`config.mk`:
```
export PLATFORM = sky130hd
export DESIGN_NAME = sub_shift_serial
export DESIGN_NICKNAME = d
export VERILOG_FILES = /design/src/rtl/aes_pkg.sv /design/src/rtl/SubB.sv /design/src/rtl/sub_shift_serial.sv
export SDC_FILE = /design/constraint.sdc
export NUM_CORES = 1
export LEC_CHECK = 0
export CAP_MARGIN = 20
export CORE_UTILIZATION = 54
export DETAILED_ROUTE_END_ITERATION = 10
export MAX_ROUTING_LAYER = met4
export PLACE_DENSITY = 0.76
export SKIP_LAST_GASP = 1
export SLEW_MARGIN = 0
export SYNTH_ARGS = -nofsm -noshare
export SYNTH_HDL_FRONTEND = slang
export SYNTH_SLANG_ARGS = --single-unit
```
`constraint.sdc`:
```
create_clock -name clk -period 20.7 [get_ports clk]
set_input_delay 4.14 -clock clk [delete_from_list [all_inputs] [get_ports clk]]
set_output_delay 4.14 -clock clk [all_outputs]
set_load 0.1 [all_outputs]
```
`src/rtl/aes_pkg.sv`:
```
// aes_pkg: shared AES state types, FSM encoding and byte-placement helpers
// for the byte-serial round datapath.
package aes_pkg;

    localparam int AES_STATE_W = 128;
    localparam int AES_NBYTES  = 16;

    // Element 15 holds byte 0 (the most significant byte of the bus).
    typedef logic [AES_NBYTES-1:0][7:0] state_t;

    typedef enum logic [1:0] {IDLE, RUN, DONE} fsm_t;

    // Byte i = r + 4c moves to column (c - r) mod 4 of the same row.
    function automatic logic [3:0] shiftrows_dst(input logic [3:0] i);
        return {i[3:2] - i[1:0], i[1:0]};
    endfunction

    function automatic logic [7:0] gf_mul(input logic [7:0] a, input logic [7:0] b);
        logic [7:0] p;
        logic [7:0] x;
        p = '0;
        x = a;
        for (int k = 0; k < 8; k++) begin
            p ^= b[k] ? x : 8'h00;
            x = {x[6:0], 1'b0} ^ (x[7] ? 8'h1b : 8'h00);
        end
        return p;
    endfunction

endpackage

```
`src/rtl/SubB.sv`:
```
// SubB: combinational AES S-box; multiplicative inverse as x^254, then the
// FIPS-197 affine map.
module SubB
    import aes_pkg::*;
(
    input  logic [7:0] a_i,
    output logic [7:0] s_o
);

    logic [7:0] inv;

    // x^254 = x^2 * x^4 * ... * x^128; zero maps to zero for free
    always_comb begin
        logic [7:0] t;
        t   = a_i;
        inv = 8'h01;
        for (int k = 1; k < 8; k++) begin
            t   = gf_mul(t, t);
            inv = gf_mul(inv, t);
        end
    end

    assign s_o = inv ^ {inv[6:0], inv[7]} ^ {inv[5:0], inv[7:6]}
               ^ {inv[4:0], inv[7:5]} ^ {inv[3:0], inv[7:4]} ^ 8'h63;

endmodule

```
`src/rtl/sub_shift_serial.sv`:
```
// sub_shift_serial: byte-serial AES SubBytes(+ShiftRows) stage, LANES S-boxes per cycle.
// Define SUBSHIFT_SHIFTROWS_EN for ShiftRows placement; otherwise bytes keep their index.
module sub_shift_serial
    import aes_pkg::*;
#(
    parameter int LANES = 1
) (
    input  logic                   clk,
    input  logic                   rst_n,
    input  logic                   in_valid,
    output logic                   in_ready,
    input  logic [AES_STATE_W-1:0] in_data,
    output logic                   out_valid,
    input  logic                   out_ready,
    output logic [AES_STATE_W-1:0] out_data,
    output logic                   busy
);

    localparam int NCYC = AES_NBYTES / LANES;
    localparam int CW   = NCYC > 1 ? $clog2(NCYC) : 1;

    if (!(LANES == 1 || LANES == 2 || LANES == 4 || LANES == 8 || LANES == 16)) begin : g_bad_lanes
        $error("sub_shift_serial: LANES must be 1, 2, 4, 8 or 16");
    end

    fsm_t          state_q;
    logic [CW-1:0] cnt_q;
    state_t        cap_q;
    state_t        res_q;
    logic [7:0]    sb_out [LANES];
    logic [3:0]    dst    [LANES];

    for (genvar l = 0; l < LANES; l++) begin : g_lane
        logic [3:0] idx;
        assign idx = 4'(int'(cnt_q) * LANES + l);
`ifdef SUBSHIFT_SHIFTROWS_EN
        assign dst[l] = shiftrows_dst(idx);
`else
        assign dst[l] = idx;
`endif
        SubB u_subb (
            .a_i (cap_q[~idx]),
            .s_o (sb_out[l])
        );
    end

    always_ff @(posedge clk or negedge rst_n) begin
        if (!rst_n) begin
            state_q <= IDLE;
            cnt_q   <= '0;
            cap_q   <= '0;
            res_q   <= '0;
        end else begin
            case (state_q)
                IDLE: if (in_valid) begin
                    cap_q   <= in_data;
                    cnt_q   <= '0;
                    state_q <= RUN;
                end
                RUN: begin
                    for (int k = 0; k < LANES; k++) res_q[~dst[k]] <= sb_out[k];
                    cnt_q <= cnt_q + 1'b1;
                    if (cnt_q == CW'(NCYC - 1)) state_q <= DONE;
                end
                DONE: if (out_ready) begin
                    // a waiting state is taken in the same cycle the result leaves
                    state_q <= in_valid ? RUN : IDLE;
                    if (in_valid) begin
                        cap_q <= in_data;
                        cnt_q <= '0;
                    end
                end
                default: state_q <= IDLE;
            endcase
        end
    end

    assign in_ready  = (state_q == IDLE) | ((state_q == DONE) & out_ready);
    assign out_valid = state_q == DONE;
    assign out_data  = res_q;
    assign busy      = state_q != IDLE;

endmodule

```
# [Word level (Yosys, flattened, before mapping)]
# Cells that the tools add are included.
[word_totals] register_bits=262 output_inout_bits=131 word_cells=467 inputBits=132
[op_classes] n_addsub=1 muxes=219 n_reduce_logical=8 bitwise=197 magnitude_cmp=2 eq_ne=6
[op_table] op="$xor 8x8->8" n=191
[op_table] op="$mux 8" n=107
[op_table] op="$mux 5" n=92
[op_table] op="$mux 128" n=2
[op_table] op="$pmux 128 s2" n=1
[op_table] op="$bwmux 128" n=1
[op_table] op="$bmux 8 s4" n=1
[op_table] op="$demux 8 s4" n=1
[op_table] op="$xor 8x5->8" n=2
[op_table] op="$mux 4" n=3
[op_table] op="$pmux 4 s3" n=1
[op_table] op="$mux 2" n=4
[op_table] op="$not 4->4" n=2
[op_table] op="$mux 7" n=1
[op_table] op="$mux 6" n=1
[op_table] op="$pmux 2 s3" n=1
[op_table] op="$lt 4x5->1 const B" n=1
[op_table] op="$add 4x1->4 const B" n=1
[op_table] op="$eq 4x4->1 const B" n=1
[op_table] op="$ge 4x1->1 const B" n=1
[op_table] op="$ne 2x2->1 const B" n=2
[op_table] op="$reduce_and 2->1" n=2
[op_table] op="$reduce_bool 2->1" n=2
[op_table] op="$mux 3" n=1
[op_table] op="other kinds (10)" n=11

# [Logic depth before layout (Yosys ltp)]
# Gate-level depths: netlist of run 1.
[logic_depth] ltp_word=129 mapped_depth=98

# [By module]
# From an unflattened synthesis of run 1, not the netlist that was laid out.
[unflattened] cells_unflattened=2794 hier_area_um2=27978.1
[by_module_without_submodules] mod="SubB" area_each_um2=16802.4 n_inst=1 seq_area_each_um2=0.0 cells_each=2122
[by_module_without_submodules] mod="sub_shift_serial" area_each_um2=11175.7 n_inst=1 seq_area_each_um2=6556.3 cells_each=672

# [Worst setup path after synthesis of run 1]
# OpenSTA, ideal clock, no wires.
[synth_path] path_kind="register to register" startpoint="reg cnt_q[0]" endpoint="reg res_q, in the netlist out_data[52]" synth_period_minus_slack_ns=20.343 slack_ns=0.357 stages_incl_launch_ff=95 required_ns=20.575 t_arrival_ns=20.218 setup_ns=0.125 path_cell_list="dfrtp_1 buf_4 buf_8 buf_6 buf_8 buf_6 mux2i_1 a22oi_1 nand3_1 buf_2 nand2_2 inv_1 ha_1 clkbuf_1 inv_1 ha_1 o21ai_0 xor2_1 [59 not listed] ha_1 clkbuf_1 inv_1 ha_1 xnor2_1 a21oi_1 xnor2_1 mux2i_1 xnor2_1 nor2b_1 xnor3_1 xnor2_1 xnor3_1 xnor3_2 xnor2_4 xnor2_2 buf_2 mux2_2"
[synth_via] elab_chain_cells=92
[synth_lines] item="start: declaration" line="sub_shift_serial.sv:27" text="logic [CW-1:0] cnt_q;"
[synth_lines] item="start signal: assignment" line="sub_shift_serial.sv:62" text="cnt_q <= cnt_q + 1'b1;"
[synth_lines] item="$not 4->4 *" line="sub_shift_serial.sv:42, sub_shift_serial.sv:61"
[synth_lines] item="$bmux 8 s4" line="sub_shift_serial.sv:42" text=".a_i (cap_q[~idx]),"
[synth_lines] item="$mux 8 (not written as such)" line="sub_shift_serial.sv:42"
[synth_lines] item="$mux 5 / $xor 8x8->8 (equally long branches)" line="aes_pkg.sv:25" text="x = {x[6:0], 1'b0} ^ (x[7] ? 8'h1b : 8'h00);"
[synth_lines] item="$xor 8x8->8 / $mux 5 (equally long branches) (3 in a row)" line="aes_pkg.sv:25"
[synth_lines] item="$xor 8x8->8" line="aes_pkg.sv:25"
[synth_lines] item="$mux 5, or another cell as far along" line="aes_pkg.sv:25"
[synth_lines] item="$xor 8x8->8, or another cell as far along (3 in a row)" line="aes_pkg.sv:25"
[synth_lines] item="[66 not listed]"
[synth_lines] item="$xor 8x8->8, or another cell as far along" line="aes_pkg.sv:24" text="p ^= b[k] ? x : 8'h00;"
[synth_lines] item="$mux 8 / $xor 8x8->8 (equally long branches)" line="aes_pkg.sv:24, aes_pkg.sv:25"
[synth_lines] item="$xor 8x8->8, or another cell as far along (5 in a row)" line="aes_pkg.sv:24"
[synth_lines] item="$xor 8x8->8 / $mux 8 (equally long branches)" line="aes_pkg.sv:24"
[synth_lines] item="$xor 8x8->8" line="aes_pkg.sv:24"
[synth_lines] item="$xor 8x8->8 (2 in a row)" line="SubB.sv:23" text="assign s_o = inv ^ {inv[6:0], inv[7]} ^ {inv[5:0], inv[7:6]}"
[synth_lines] item="$xor 8x8->8 (2 in a row)" line="SubB.sv:24" text="^ {inv[4:0], inv[7:5]} ^ {inv[3:0], inv[7:4]} ^ 8'h63;"
[synth_lines] item="$bwmux 128 *" line="sub_shift_serial.sv:61" text="for (int k = 0; k < LANES; k++) res_q[~dst[k]] <= sb_out[k];"
[synth_lines] item="end signal: assignment" line="sub_shift_serial.sv:52" text="res_q <= '0;"
[synth_lines] item="end: declaration" line="sub_shift_serial.sv:29" text="state_t res_q;"
# Mark *: on every way between the ends. The rest lies on a longest branch, timed or not. The select of a mux whose other input is x is not followed.
# A chain may end at the register's enable or synchronous reset.

# [Worst setup path after layout of run 1]
[layout_path] startpoint="reg cnt_q[0]" endpoint="reg res_q, in the netlist out_data[115]"
# The elaborated chain is that of the path after synthesis.

==> impl_metrics.py, run 1 <==
metrics = {
    "run_status": {
        "outcome": "finished, final reports clean",
    },
    "floorplanning": {
        "ios": 263,
        "core_area_mm2": 0.0504,
        "start_util_pct": 55.0,
        "fp.dieH_um": 228,
        "dieArea_mm2": 0.0522,
        "die_x_um": 228,
        "fp-row-count": 82,
    },
    "cells_and_area": {
        "drive_above_1_share_pct": 18.1,
        "num-nets-final": 3293,
        "layout_common_cells": "411 x xnor2_1, 338 x nor2_1, 262 x mux2_2",
        "seqCellArea_mm2": 0.00656,
        "fillerInstances": 4009,
        "syn2layout_area_growth_pct": 17.9,
        "final_common_cell": "xnor2_1",
        "fin_area_mm2": 0.0327,
        "multi_input_area_mm2": 0.0204,
    },
    "synthesis": {
        "synth_top_flop_cell": "dfrtp_1",
        "synth_cells": 2841,
        "seq_area_frac_synth_pct": 23.7,
        "syn_avg_cell_area_um2": 9.74,
        "yosys-top-cells-area": "dfrtp_1 24%, xnor2_1 13%, mux2_2 11%",
        "synth_edf_count": 0,
        "synth_top_cell_by_area": "dfrtp_1",
        "synth_warnings": 0,
        "synth_top_area_share_pct": 23.7,
        "ys_seq_elements": 262,
        "mappedNetlistArea_mm2": 0.0277,
        "synth_nets": 3039,
        "yosys.cell_types.count": 94,
        "synthArstFlopShare_pct": 100,
    },
    "sta": {
        "hold_viol": 0,
        "finalCriticalPeriod_ns": 19.90,
        "finalClockSkew_ns": 0.0264,
        "max_freq_mhz": 50.2,
        "setup_viol": 0,
        "fin_ws_ns": 0.798,
        "worst_pin_slew_ns": 1.15,
        "relSlewSlack_pct": 22.8,
        "finalMaxSlewViolations": 0,
        "period_share_pct": 96.1,
    },
    "hold_path": {
        "whs_endpoint": "cap_q[32]$_DFFE_PN0P_",
        "hp-start": "cap_q[32]$_DFFE_PN0P_",
        "whs_path_depth": 1,
        "hold_class": "flip-flop to flip-flop",
    },
    "routing": {
        "drt_iter0_markers": 2043,
        "num_vias": 22500,
        "detail_route.wirelength_um": 82900,
        "wl_per_cell_um": 21.9,
        "drc": 0,
        "via_per_inst": 5.94,
        "first_pass_iters": 5,
        "drtAntennaViolNets": 0,
    },
    "placed_design": {
        "gp_congestion": 0.948,
        "port_buffers": 262,
        "placed_cell_area_mm2": 0.0313,
        "dp_hpwl_um": 61700,
        "dp_slack_ns": -0.0735,
    },
    "clocking": {
        "numCtsBuffers": 26,
        "ctsLongestPathBuffers": 3,
        "clk_pin_slew_ns": 0.06,
        "cts_root_buffer": "clkbuf_16",
        "htree_levels": 1,
        "insertion_delay_ns": 0.56,
        "clkSinkCount": 262,
        "cts_tree": "built",
        "postCtsHoldBufs": 0,
    },
    "global_route": {
        "grt_pass1_wl_um": 128000,
        "grt_antenna_before_repair": 3,
        "grt_max_degree": 120,
        "grt_usage_pct": 31.8,
        "overflow": 0,
        "grt_pass1_vias": 22400,
    },
    "worst_setup_path": {
        "worst-path-buf-inv": 12,
        "required_ns": 21.14,
        "crit_top_cell": "ha_1",
        "rrSetupSlack_ns": 0.80,
        "crit_arrival_ns": 20.34,
        "startpoint_type": "flip-flop",
        "r2r_cells": 72,
        "cp_top_family": "XOR/XNOR gates",
        "end_kind": "flip-flop",
        "crit_type": "flip-flop to flip-flop",
        "worst_path_largest_cell_delay_ns": 0.61,
        "path_max_fanout": 18,
        "r2r_start": "cnt_q[0]$_DFFE_PN0P_",
        "crit_slowest_cell": "dfrtp_4",
        "regToRegEndpoint": "out_data[115]$_DFFE_PN0P_",
    },
    "run": {
        "max_cap_viol_count": 0,
    },
}
[per-stage QoR]
step | TNS (ns) | utilization [%] | hold WS, ns | cells
floorplan | 0 | - | 0.475 | 2841
global placement | 0 | 62.2 | 0.486 | 3725
detailed placement | -0.962 | 62.2 | 0.492 | 3726
CTS | -2.74 | 64.1 | 0.505 | 3772
global route | -1.06 | 64.8 | 0.512 | 3788
finish | 0 | 64.8 | 0.501 | 3788
[how the worst max path moves through the flow]
stage / start / end / slack [ns] / cells past startpoint
6_report: cnt_q[0]$_DFFE_PN0P_ / out_data[115]$_DFFE_PN0P_ / 0.80 / 72
3_3_place_gp: cnt_q[0]$_DFFE_PN0P_ / out_data[52]$_DFFE_PN0P_ / 0.26 / 70
4_1_cts: cnt_q[0]$_DFFE_PN0P_ / out_data[65]$_DFFE_PN0P_ / -0.12 / 69
2_1_floorplan: cnt_q[0]$_DFFE_PN0P_ / out_data[52]$_DFFE_PN0P_ / 0.36 / 94
3_5_place_dp: cnt_q[0]$_DFFE_PN0P_ / out_data[72]$_DFFE_PN0P_ / -0.07 / 70
5_1_grt: cnt_q[0]$_DFFE_PN0P_ / out_data[65]$_DFFE_PN0P_ / -0.05 / 74
[state kept, by name, indices dropped and copies added (netlist names)]
signal and count:
cnt_q 4, state_q 2, cap_q 128, out_data 128
[cells by family (layout without fill, tap and decap cells)]
logic type               Yosys count  count (layout)  synth area share, %
flip-flops                       262             262                 23.7
adder cells (fa/ha/maj)           66              66                 2.98
XOR/XNOR                         743             743                 32.7
other                              0               3                    0
AO/OA/AOI/OAI                    389             389                 9.66
AND/OR/NAND/NOR                  792             792                 12.6
buffers and inverters            230             502                 3.64
multiplexers                     359             359                 14.7
[layer usage]
layer	vias up	track usage, %	wire length, um
met5	-	-	0
met4	0	7.49	2080
met3	143	4.12	5730
met2	909	51.8	40100
met1	11100	42.0	35000
li1	10400	-	-
[repair_timing]
item	4_1_cts	5_1_grt
resized for setup	6	20
buffers inserted	0	10
endpoints found under the setup margin	113	128
pin swaps	0	7
cloned	0	0
[area by class of cell]
class | count | area share (%)
inverters | 65 | 0.770
clock inverters | 9 | 0.437
clock buffers | 37 | 2.24
flip-flops and latches | 262 | 20.1
well taps | 672 | 2.58
diodes | 3 | 0.0230
multi-input cells | 2349 | 62.4
repair buffers | 391 | 11.5
[Yosys cell counts (23+ instances only)]
master / n
buf_2: 41
nor2b_1: 26
xnor3_1: 121
xnor2_2: 28
clkbuf_1: 93
nor2_1: 338
nand3_1: 43
xnor2_1: 425
xor2_1: 121
mux2_2: 262
mux2i_1: 85
xor3_1: 23
nor3_1: 70
inv_1: 43
nand2_1: 208
a21oi_1: 78
o22ai_1: 29
o21ai_0: 71
ha_1: 66
dfrtp_1: 262
a22oi_1: 27
Power of run 1 is left out: the tool's default activity adds up to more than one toggle a clock period on the data nets, which glitch-free logic cannot reach.
==> inputs of run 2 (changes only) <==
--- a/config.mk
+++ b/config.mk
@@ -14,4 +14,5 @@
 export SLEW_MARGIN = 0
 export SYNTH_ARGS = -nofsm -noshare
 export SYNTH_HDL_FRONTEND = slang
+export SYNTH_HIERARCHICAL = 1
 export SYNTH_SLANG_ARGS = --single-unit
==> impl_metrics.py, run 2 <==
metrics = {
    "synthesis": {
        "synth_top_flop_cell": "dfrtp_1",
        "synth_edf_count": 0,
        "ys_seq_elements": 262,
        "synth_top_family_by_area": "XOR/XNOR gates",
        "yosys.area_share.simple_pct": 12.7,
        "synthTopCellsByCount": "429 x xnor2_1, 290 x nor2_1, 263 x mux2_2",
        "synth_most_common_cell": "xnor2_1",
        "synth_cells": 2794,
        "yosys.cell_types.count": 111,
        "synthMuxAreaShare_pct": 15.4,
        "synth_nets": 2981,
        "syn_avg_cell_area_um2": 10.0,
        "synth_warnings": 6,
        "mappedNetlistArea_mm2": 0.0280,
        "synth_compound_area_share_pct": 9.79,
        "yosys-top-cells-area": "dfrtp_1 23%, xnor2_1 13%, mux2_2 11%",
        "synth_xor_xnor_area_share_pct": 31.7,
        "synthArstFlopShare_pct": 100,
        "synthAdderAreaFrac_pct": 2.46,
        "synth_top_cell_by_area": "dfrtp_1",
        "seq_area_frac_synth_pct": 23.4,
        "synth_top_area_share_pct": 23.4,
    },
    "worst_setup_path": {
        "path_max_fanout": 16,
        "crit_arrival_ns": 19.92,
        "startpoint_type": "flip-flop",
        "end_kind": "flip-flop",
        "required_ns": 21.12,
        "rrSetupSlack_ns": 1.20,
        "worst_path_largest_cell_delay_ns": 0.61,
        "r2r_start": "cnt_q[0]$_DFFE_PN0P_",
        "crit_start": "cnt_q[0]$_DFFE_PN0P_",
        "crit_type": "flip-flop to flip-flop",
        "crit_top_cell": "ha_1",
        "crit_slowest_cell": "xnor3_4",
    },
    "floorplanning": {
        "start_util_pct": 54.5,
        "core_area_mm2": 0.0513,
        "fp.dieH_um": 230,
        "die_x_um": 230,
        "dieArea_mm2": 0.0527,
        "fp-row-count": 83,
        "ios": 263,
    },
    "cells_and_area": {
        "fin_area_mm2": 0.0325,
        "num-nets-final": 3199,
        "syn2layout_area_growth_pct": 16.2,
        "multi_input_area_mm2": 0.0204,
        "seqCellArea_mm2": 0.00657,
        "final_common_cell": "xnor2_1",
        "fillerInstances": 4104,
        "layout_common_cells": "416 x xnor2_1, 289 x nor2_1, 263 x mux2_2",
        "drive_above_1_share_pct": 20.0,
    },
    "sta": {
        "tns_ns": 0,
        "max_freq_mhz": 51.3,
        "worst_pin_slew_ns": 1.12,
        "hold_viol": 0,
        "relSlewSlack_pct": 25.3,
        "period_share_pct": 94.2,
        "finalMaxSlewViolations": 0,
        "setup_viol": 0,
        "rsz0062_at_grt": "false",
        "finalClockSkew_ns": 0.0257,
        "finalCriticalPeriod_ns": 19.50,
    },
    "routing": {
        "drt_iter0_markers": 1932,
        "detail_route.wirelength_um": 80700,
        "drc": 0,
        "first_pass_iters": 5,
        "num_vias": 22300,
        "via_per_inst": 5.99,
        "drtAntennaViolNets": 0,
        "wl_per_cell_um": 21.7,
    },
    "global_route": {
        "grt_max_degree": 131,
        "grt_pass1_vias": 22500,
        "grt_pass1_wl_um": 126000,
        "overflow": 0,
        "grt_usage_pct": 30.8,
        "grt_antenna_before_repair": 11,
    },
    "run": {
        "max_cap_viol_count": 0,
    },
    "clocking": {
        "ctsLongestPathBuffers": 3,
        "clkSinkCount": 262,
        "cts_root_buffer": "clkbuf_16",
        "htree_levels": 1,
        "clk_pin_slew_ns": 0.07,
        "cts_tree": "built",
        "insertion_delay_ns": 0.56,
        "numCtsBuffers": 25,
    },
    "placed_design": {
        "gp_congestion": 0.985,
        "dp_hpwl_um": 58600,
        "port_buffers": 262,
        "placed_cell_area_mm2": 0.0313,
    },
    "hold_path": {
        "hp-start": "cap_q[59]$_DFFE_PN0P_",
        "hold_class": "flip-flop to flip-flop",
    },
    "run_status": {
        "outcome": "finished, final reports clean",
    },
}
==> run 2: cell families after synthesis <==
group	count (synthesis)
flops	262
xor+xnor	724
fa+ha+maj	55
simple gates	752
compound gates	400
mux	354
buf+inv	247
==> run 2: layout make-up <==
type                            count  share of cell area [%]
Multi-Input combinational cell   2285                    62.6
Sequential cell                   262                    20.2
Timing Repair Buffer              373                    10.9
Tap cell                          680                    2.62
Clock buffer                       34                    2.21
Inverter                           65                   0.750
Clock inverter                     11                   0.635
Antenna cell                       11                  0.0847
==> run 2: worst paths after layout <==
check | cells past startpoint | to
max in group asynchronous | 4 | cap_q[29]$_DFFE_PN0P_
max reg2reg | 80 | out_data[11]$_DFFE_PN0P_
max | 80 | out_data[11]$_DFFE_PN0P_
min | 1 | cap_q[59]$_DFFE_PN0P_
min reg2reg | 1 | cap_q[59]$_DFFE_PN0P_
min in group asynchronous | 1 | out_data[115]$_DFFE_PN0P_
==> run 2: critical path, delay by kind of cell (launching register included) <==
family | cells | cell delay, ns
xor+xnor | 25 | 6.28
fa+ha+maj | 14 | 4.98
compound gates | 11 | 2.34
buf+inv | 14 | 1.94
simple gates | 11 | 1.67
mux | 5 | 1.51
flops | 1 | 0.55
==> run 2: what timing repair did <==
item	in CTS	in global routing
buffers inserted	0	12
hold buffers	0	0
endpoints found under the setup margin	15	128
gates resized for setup	1	26
pin swaps	0	2
==> run 2: through the flow <==
step / hold slack, ns / util (%) / instances / setup WS, ns
2_1_floorplan: 0.472 / - / 2794 / 0.128
3_3_place_gp: 0.474 / 61.0 / 3650 / 0.277
3_5_place_dp: 0.489 / 61.0 / 3650 / 0.0598
4_1_cts: 0.504 / 62.8 / 3695 / 0.170
5_1_grt: 0.515 / 63.4 / 3721 / 0.0258
6_report: 0.499 / 63.4 / 3721 / 1.20
==> run 2: routing by layer <==
metal | GRT usage [%] | routed length, um
met3 | 5.24 | 6500
met5 | - | 0
met2 | 49.7 | 38800
met1 | 39.5 | 33000
met4 | 9.25 | 2340
Power of run 2 is left out for the same reason.
==> inputs of run 3 (changes only) <==
--- a/config.mk
+++ b/config.mk
@@ -5,6 +5,7 @@
 export SDC_FILE = /design/constraint.sdc
 export NUM_CORES = 1
 export LEC_CHECK = 0
+export ABC_AREA = 0
 export CAP_MARGIN = 20
 export CORE_UTILIZATION = 54
 export DETAILED_ROUTE_END_ITERATION = 10
==> results of run 3 <==
No change in the layout: final DEF, timing and power equal those of run 2.
Power of run 3 is left out for the same reason.
